`src/rtl/fp32_dot_accumulator_if.sv`:
```
// Product-in / result-out handshake bundle for fp32_dot_accumulator.
// master drives products and accepts results; slave is the accumulator.
interface fp32_dot_accumulator_if #(
   parameter int unsigned CNT_W = 16
);
   logic             in_valid;
   logic             in_ready;
   logic [31:0]      in_data;
   logic             in_last;
   logic             out_valid;
   logic             out_ready;
   logic [31:0]      out_data;
   logic [CNT_W-1:0] out_count;

   modport master (
      output in_valid, in_data, in_last, out_ready,
      input  in_ready, out_valid, out_data, out_count
   );

   modport slave (
      input  in_valid, in_data, in_last, out_ready,
      output in_ready, out_valid, out_data, out_count
   );
endinterface

```
`src/rtl/fp32_dot_accumulator.sv`:
```
// Multi-cycle FP32 RNE accumulator: one product per 5 cycles, one result per in_last stream.
// Define FLUSH_DENORM_EN to flush denormal inputs and denormal results to signed zero.
module fp32_dot_accumulator #(
   parameter int unsigned CNT_W = 16
) (
   input logic                   clk,
   input logic                   rst_n,
   fp32_dot_accumulator_if.slave bus
);

   typedef enum logic [2:0] {StIdle, StAlign, StAdd, StNorm, StRound, StDone} state_t;

   typedef struct packed {
      logic        sign;
      logic [7:0]  exp;
      logic [23:0] man;
   } op_t;

   state_t           state_q;
   logic [31:0]      acc_q;
   logic [CNT_W-1:0] cnt_q;
   logic [31:0]      in_q;
   logic             last_q;
   logic             rdy_q;
   logic             ovalid_q;
   logic [31:0]      odata_q;
   logic [CNT_W-1:0] ocount_q;

   logic             sign_q;
   logic [9:0]       exp_q;
   logic [26:0]      a_man_q;
   logic [26:0]      b_man_q;
   logic             sub_q;
   logic [27:0]      sum_q;
   logic [26:0]      man_q;
   logic             special_q;
   logic [31:0]      special_val_q;

   // Denormals share the minimum exponent with a clear hidden bit.
   function automatic op_t unpack(input logic [31:0] x);
      op_t o;
      o.sign = x[31];
      o.exp  = (x[30:23] == 8'd0) ? 8'd1 : x[30:23];
`ifdef FLUSH_DENORM_EN
      o.man  = (x[30:23] == 8'd0) ? 24'd0 : {1'b1, x[22:0]};
`else
      o.man  = {(x[30:23] != 8'd0), x[22:0]};
`endif
      return o;
   endfunction

   // ALIGN datapath
   op_t         acc_op, in_op, op_a, op_b;
   logic [7:0]  exp_diff;
   logic [53:0] shift_tmp;
   logic [26:0] b_aligned;
   logic        acc_nan, in_nan, acc_inf, in_inf;
   logic        special_d;
   logic [31:0] special_val_d;

   always_comb begin
      acc_op = unpack(acc_q);
      in_op  = unpack(in_q);
      if ({acc_op.exp, acc_op.man} >= {in_op.exp, in_op.man}) begin
         op_a = acc_op;
         op_b = in_op;
      end else begin
         op_a = in_op;
         op_b = acc_op;
      end
      exp_diff  = op_a.exp - op_b.exp;
      // 27 zero bits below the field catch every bit shifted past the sticky position.
      shift_tmp = {op_b.man, 3'b000, 27'd0} >> exp_diff;
      if (exp_diff >= 8'd27) begin
         b_aligned = {26'd0, |op_b.man};
      end else begin
         b_aligned = shift_tmp[53:27] | {26'd0, |shift_tmp[26:0]};
      end

      acc_nan   = (acc_q[30:23] == 8'hFF) && (acc_q[22:0] != 23'd0);
      in_nan    = (in_q[30:23] == 8'hFF) && (in_q[22:0] != 23'd0);
      acc_inf   = (acc_q[30:23] == 8'hFF) && (acc_q[22:0] == 23'd0);
      in_inf    = (in_q[30:23] == 8'hFF) && (in_q[22:0] == 23'd0);
      special_d = acc_nan | in_nan | acc_inf | in_inf;
      if (acc_nan || in_nan || (acc_inf && in_inf && (acc_q[31] != in_q[31]))) begin
         special_val_d = 32'hFFC0_0000;
      end else if (acc_inf) begin
         special_val_d = acc_q;
      end else begin
         special_val_d = in_q;
      end
   end

   // ADD datapath; A >= B in magnitude so the difference never goes negative.
   logic [27:0] sum_d;

   always_comb begin
      if (sub_q) begin
         sum_d = {1'b0, a_man_q} - {1'b0, b_man_q};
      end else begin
         sum_d = {1'b0, a_man_q} + {1'b0, b_man_q};
      end
   end

   // NORM datapath
   logic [4:0]  lzc;
   logic [9:0]  shift_amt;
   logic [26:0] norm_man;
   logic [9:0]  norm_exp;

   always_comb begin
      lzc = 5'd27;
      for (int i = 0; i < 27; i++) begin
         if (sum_q[i]) lzc = 5'(26 - i);
      end
      shift_amt = 10'd0;
      if (sum_q[27]) begin
         norm_man = {sum_q[27:2], sum_q[1] | sum_q[0]};
         norm_exp = exp_q + 10'd1;
      end else begin
         // Never shift below the minimum exponent: gradual underflow.
         shift_amt = ({5'd0, lzc} > (exp_q - 10'd1)) ? (exp_q - 10'd1) : {5'd0, lzc};
         norm_man  = sum_q[26:0] << shift_amt;
         norm_exp  = exp_q - shift_amt;
      end
   end

   // ROUND datapath
   logic        round_up;
   logic [24:0] rnd_man;
   logic [9:0]  rnd_exp;
   logic [31:0] result;

   always_comb begin
      round_up = man_q[2] & (man_q[1] | man_q[0] | man_q[3]);
      rnd_man  = {1'b0, man_q[26:3]} + {24'd0, round_up};
      rnd_exp  = exp_q;
      if (rnd_man[24]) begin
         rnd_man = rnd_man >> 1;
         rnd_exp = exp_q + 10'd1;
      end
      if (special_q) begin
         result = special_val_q;
      end else if (rnd_exp >= 10'd255) begin
         result = {sign_q, 8'hFF, 23'd0};
      end else if (!rnd_man[23]) begin
`ifdef FLUSH_DENORM_EN
         result = {sign_q, 31'd0};
`else
         result = {sign_q, 8'd0, rnd_man[22:0]};
`endif
      end else begin
         result = {sign_q, rnd_exp[7:0], rnd_man[22:0]};
      end
   end

   always_ff @(posedge clk or negedge rst_n) begin
      if (!rst_n) begin
         state_q       <= StIdle;
         acc_q         <= 32'd0;
         cnt_q         <= '0;
         in_q          <= 32'd0;
         last_q        <= 1'b0;
         rdy_q         <= 1'b0;
         ovalid_q      <= 1'b0;
         odata_q       <= 32'd0;
         ocount_q      <= '0;
         sign_q        <= 1'b0;
         exp_q         <= 10'd0;
         a_man_q       <= 27'd0;
         b_man_q       <= 27'd0;
         sub_q         <= 1'b0;
         sum_q         <= 28'd0;
         man_q         <= 27'd0;
         special_q     <= 1'b0;
         special_val_q <= 32'd0;
      end else begin
         case (state_q)
            StIdle: begin
               if (bus.in_valid && rdy_q) begin
                  in_q    <= bus.in_data;
                  last_q  <= bus.in_last;
                  rdy_q   <= 1'b0;
                  state_q <= StAlign;
                  if (cnt_q != '1) cnt_q <= cnt_q + {{(CNT_W-1){1'b0}}, 1'b1};
               end else begin
                  rdy_q <= 1'b1;
               end
            end
            StAlign: begin
               sign_q        <= op_a.sign;
               exp_q         <= {2'b00, op_a.exp};
               a_man_q       <= {op_a.man, 3'b000};
               b_man_q       <= b_aligned;
               sub_q         <= op_a.sign ^ op_b.sign;
               special_q     <= special_d;
               special_val_q <= special_val_d;
               state_q       <= StAdd;
            end
            StAdd: begin
               sum_q <= sum_d;
               if (sub_q && (sum_d == 28'd0)) sign_q <= 1'b0;
               state_q <= StNorm;
            end
            StNorm: begin
               man_q   <= norm_man;
               exp_q   <= norm_exp;
               state_q <= StRound;
            end
            StRound: begin
               acc_q <= result;
               if (last_q) begin
                  ovalid_q <= 1'b1;
                  odata_q  <= result;
                  ocount_q <= cnt_q;
                  state_q  <= StDone;
               end else begin
                  rdy_q   <= 1'b1;
                  state_q <= StIdle;
               end
            end
            StDone: begin
               if (bus.out_ready) begin
                  ovalid_q <= 1'b0;
                  acc_q    <= 32'd0;
                  cnt_q    <= '0;
                  rdy_q    <= 1'b1;
                  state_q  <= StIdle;
               end
            end
            default: state_q <= StIdle;
         endcase
      end
   end

   assign bus.in_ready  = rdy_q;
   assign bus.out_valid = ovalid_q;
   assign bus.out_data  = odata_q;
   assign bus.out_count = ocount_q;

endmodule

```
`src/flat_wrapper.sv`:
```
// flat-port wrapper written by rule: the top's interface ports become plain ports
module fp32_dot_accumulator_flat 
#(
   parameter int unsigned CNT_W = 16
)
  (clk, rst_n, bus_in_valid, bus_in_data, bus_in_last, bus_out_ready, bus_in_ready, bus_out_valid, bus_out_data, bus_out_count);
  fp32_dot_accumulator_if #(.CNT_W(CNT_W)) bus_i ();
  input logic clk;
  input logic rst_n;
  input wire logic [$bits(bus_i.in_valid)-1:0] bus_in_valid;
  input wire logic [$bits(bus_i.in_data)-1:0] bus_in_data;
  input wire logic [$bits(bus_i.in_last)-1:0] bus_in_last;
  input wire logic [$bits(bus_i.out_ready)-1:0] bus_out_ready;
  output wire logic [$bits(bus_i.in_ready)-1:0] bus_in_ready;
  output wire logic [$bits(bus_i.out_valid)-1:0] bus_out_valid;
  output wire logic [$bits(bus_i.out_data)-1:0] bus_out_data;
  output wire logic [$bits(bus_i.out_count)-1:0] bus_out_count;
  assign bus_i.in_valid = bus_in_valid;
  assign bus_i.in_data = bus_in_data;
  assign bus_i.in_last = bus_in_last;
  assign bus_i.out_ready = bus_out_ready;
  assign bus_in_ready = bus_i.in_ready;
  assign bus_out_valid = bus_i.out_valid;
  assign bus_out_data = bus_i.out_data;
  assign bus_out_count = bus_i.out_count;
  fp32_dot_accumulator #(.CNT_W(CNT_W)) u_core (.clk(clk), .rst_n(rst_n), .bus(bus_i));
endmodule
```
`config.mk`:
```
export PLATFORM = sky130hd
export DESIGN_NAME = fp32_dot_accumulator_flat
export DESIGN_NICKNAME = d
export VERILOG_FILES = /design/src/rtl/fp32_dot_accumulator_if.sv /design/src/rtl/fp32_dot_accumulator.sv /design/src/flat_wrapper.sv
export SDC_FILE = /design/constraint.sdc
export NUM_CORES = 1
export LEC_CHECK = 0
export ABC_AREA = 1
export CORE_MARGIN = 2
export CORE_UTILIZATION = 35
export DETAILED_ROUTE_END_ITERATION = 16
export HOLD_SLACK_MARGIN = 0.06
export PLACE_DENSITY = 0.58
export SETUP_SLACK_MARGIN = 0.5
export SLEW_MARGIN = 15
export SYNTH_ARGS = -nofsm -noshare
export SYNTH_HDL_FRONTEND = slang
export SYNTH_SLANG_ARGS = --single-unit
```
`constraint.sdc`:
```
create_clock -name clk -period 9.84 [get_ports clk]
set_input_delay 2.46 -clock clk [delete_from_list [all_inputs] [get_ports clk]]
set_output_delay 2.46 -clock clk [all_outputs]
set_load 0.005 [all_outputs]
```
==> impl_metrics.yaml <==
placed_design:
  dp_cells: 3689
  place.gp.congestion: 0.977
  dpl_worst_slack_ps: 3400
  dp_hpwl_mm: 58.9
  io_buffer_count: 86
clocking:
  clkLatencyLatePin_ps: 560
  cts_setup_buffers: 0
  holdBufCountCts: 0
  cts_buffers: 35
  cts_buffer_depth: 3
  cts_tree: "done"
  htree_levels: 2
  cts_resized: 0
  cts_root_buf: "clkbuf_16"
  cts.sinks: 285
  clkSlewWorstSetupHoldPaths_ps: 60
global_route:
  antenna_found_initial: 2
  grt_pass1_wl_mm: 121
  use_met1_pct: 37.3
  grt_util_met3_pct: 2.61
  grt_pass1_vias: 19900
  grt_start_max_net_pins: 107
  grt_overflow: 0
  grt_usage_pct: 25.7
  met2_usage_pct: 40.5
  grt.busiest_layer: "met2"
yosys:
  ys.warnings.count: 0
  synth_seq_cells: 285
  ys.flop_type: "dfrtp_1"
  synthArstFlopShare_pct: 100
  synth_common_cells: "nand2_1, nand3_1, o21ai_0"
  avgSynthCellArea_um2: 6.92
  syn_inst: 2957
  synth_area_um2: 20500
  yosysSeqAreaShare_pct: 34.8
  synth_top_area_share_pct: 34.8
  synth-edff-count: 0
  synth.distinct_cells: 66
  synth_area_leaders: "dfrtp_1, nand2_1, nand3_1, o21ai_0, ha_1"
  synth_top_cell_by_area: "dfrtp_1"
  synth_most_common_cell: "nand2_1"
route:
  routed_wl_mm: 77.6
  dr.pass1.iters: 8
  vias: 20800
  drt_iter0_markers: 2185
  vias_per_cell: 5.53
  wl_per_cell_um: 20.7
  drc: 0
  ant_nets: 0
critical_path:
  crit_end: "u_core.b_man_q[0]"
  crit_type: "flip-flop to flip-flop"
  cpMostUsedCell: "nand2_1"
  critPathBufInv: 4
  cp_top_family: "simple AND/OR/NAND/NOR gates"
  crit_cells: 28
  start_kind: "flip-flop"
  rr_worst_depth: 28
  slowest_stage: "clkinv_1"
  r2r_end: "u_core.b_man_q[0]"
  critPathMaxFanout: 79
  critical-path-max-stage-delay_ps: 770
  worstPathRequired_ps: 10270
  crit_path_end_kind: "flip-flop"
  reg2reg_from: "u_core.in_q[25]"
  startpoint: "u_core.in_q[25]"
  cp.arrival_ps: 6930
  r2r_slack_ps: 3340
timing:
  tightest_slew_ps: 1120
  finalSetupViolCount: 0
  finClkSkew_ps: 22.3
  timing.final.crit_share_pct: 66.0
  timing.fmax_mhz: 154
  drv_slew: 0
  finalHoldViolCount: 0
  slew-limit-headroom_pct: 25.1
  setup_ws_ps: 3340
  finalCriticalPeriod_ps: 6500
  setup-tns-final_ps: 0
  rsz0062_at_grt: "false"
finish:
  diodes: 0
  num-nets-final: 3099
  n_fill_cell: 6117
  syn2layout_area_growth_pct: 13.4
  layout.cells.non_filler: 3751
  drive_gt1_share_pct: 4.42
floorplanning:
  dieArea_um2: 60400
  die_height_um: 246
  core_area_um2: 57800
  start_util_pct: 35.4
  rows: 88
  io_pins: 87
  die_w_um: 246
min_path:
  worst_hold_path_type: "flip-flop to flip-flop"
run_status:
  status: "finished clean"
run:
  drv_cap: 0
==> per-layer routing <==
layer | part of all wire (%) | vias to the layer above
li1 | - | 9938
met1 | 47 | 10000
met2 | 45 | 691
met3 | 5.2 | 115
met4 | 2.7 | 4
met5 | 0.030 | -
==> tightest hold or removal path, stage by stage (launching register included) <==
cell	delay (ps)
dfrtp_1	340
nand2_1	50
o21ai_0	50
==> how the worst min path moves through the flow <==
stage | from | end | slack, ps | cells after the start
2_1_floorplan | u_core.special_val_q[13] | u_core.special_val_q[13] | 450 | 2
3_3_place_gp | u_core.bus.out_valid | u_core.bus.out_valid | 470 | 2
3_5_place_dp | u_core.bus.out_data[24] | u_core.bus.out_data[24] | 470 | 2
4_1_cts | u_core.bus.out_data[24] | u_core.bus.out_data[24] | 490 | 2
5_1_grt | u_core.bus.out_data[26] | u_core.bus.out_data[26] | 510 | 2
6_report | u_core.bus.out_data[24] | u_core.bus.out_data[24] | 480 | 2
==> state kept, by name (all words and copies together), names as in the netlist, 3 cells and up <==
signal,count
u_core.bus.out_data,32
u_core.in_q,32
u_core.exp_q,10
u_core.sum_q,28
u_core.cnt_q,16
u_core.a_man_q,24
u_core.state_q,3
u_core.b_man_q,27
u_core.bus.out_count,16
u_core.man_q,27
u_core.acc_q,32
u_core.special_val_q,32
==> placed cells by master, fill, tap and decap left out, types with 5 or more instances in the layout <==
cell type,count
inv_2,5
nor4_1,24
a31oi_1,10
o21a_1,5
ha_1,99
o22ai_1,57
a211oi_1,5
o21ai_0,330
o32ai_1,31
inv_1,326
nor3_1,25
clkinv_1,6
a21boi_0,7
a21oi_1,138
nand2_2,9
o221ai_1,6
dfrtp_1,285
nand4_1,39
o21ai_1,10
nor2_1,167
xnor2_1,6
clkbuf_16,35
a22oi_1,6
buf_4,30
a2bb2oi_1,5
clkdlybuf4s50_1,85
xor2_1,56
nand3_1,331
o211ai_1,9
bufinv_16,5
nand2_1,739
clkbuf_8,9
==> cell families after synthesis <==
kind of cell / synth area share (%)
buffers and inverters: 9.12
muxes: 0.269
xor gates and xnor gates: 2.82
adders and majority gates: 6.25
AOI/OAI and AO/OA: 18.2
and+or+nand+nor: 28.5
other: 0.0183
DFF: 34.8
==> layout make-up <==
cell class                      instances  area, um^2  share of cell area, %
Inverter                              337        1260                   5.45
Clock buffer                           48        1010                   4.37
Clock inverter                         14         223                  0.960
Sequential cell                       285        7130                   30.7
Tap cell                              765         957                   4.13
Multi-Input combinational cell       2186       11500                   49.6
Timing Repair Buffer                  116        1090                   4.70
==> stage by stage <==
step                      area [um^2]  hold WS (ps)  util (%)
after detailed placement        22000           472      38.0
after global placement          22000           468      38.0
after CTS                       23200           487      40.1
final                           23200           480      40.1
after floorplan                 20500           452         -
after global routing            23200           509      40.1
Power is not shown: default switching activity piles up to over one toggle a cycle in this logic, so the estimate is an artifact.
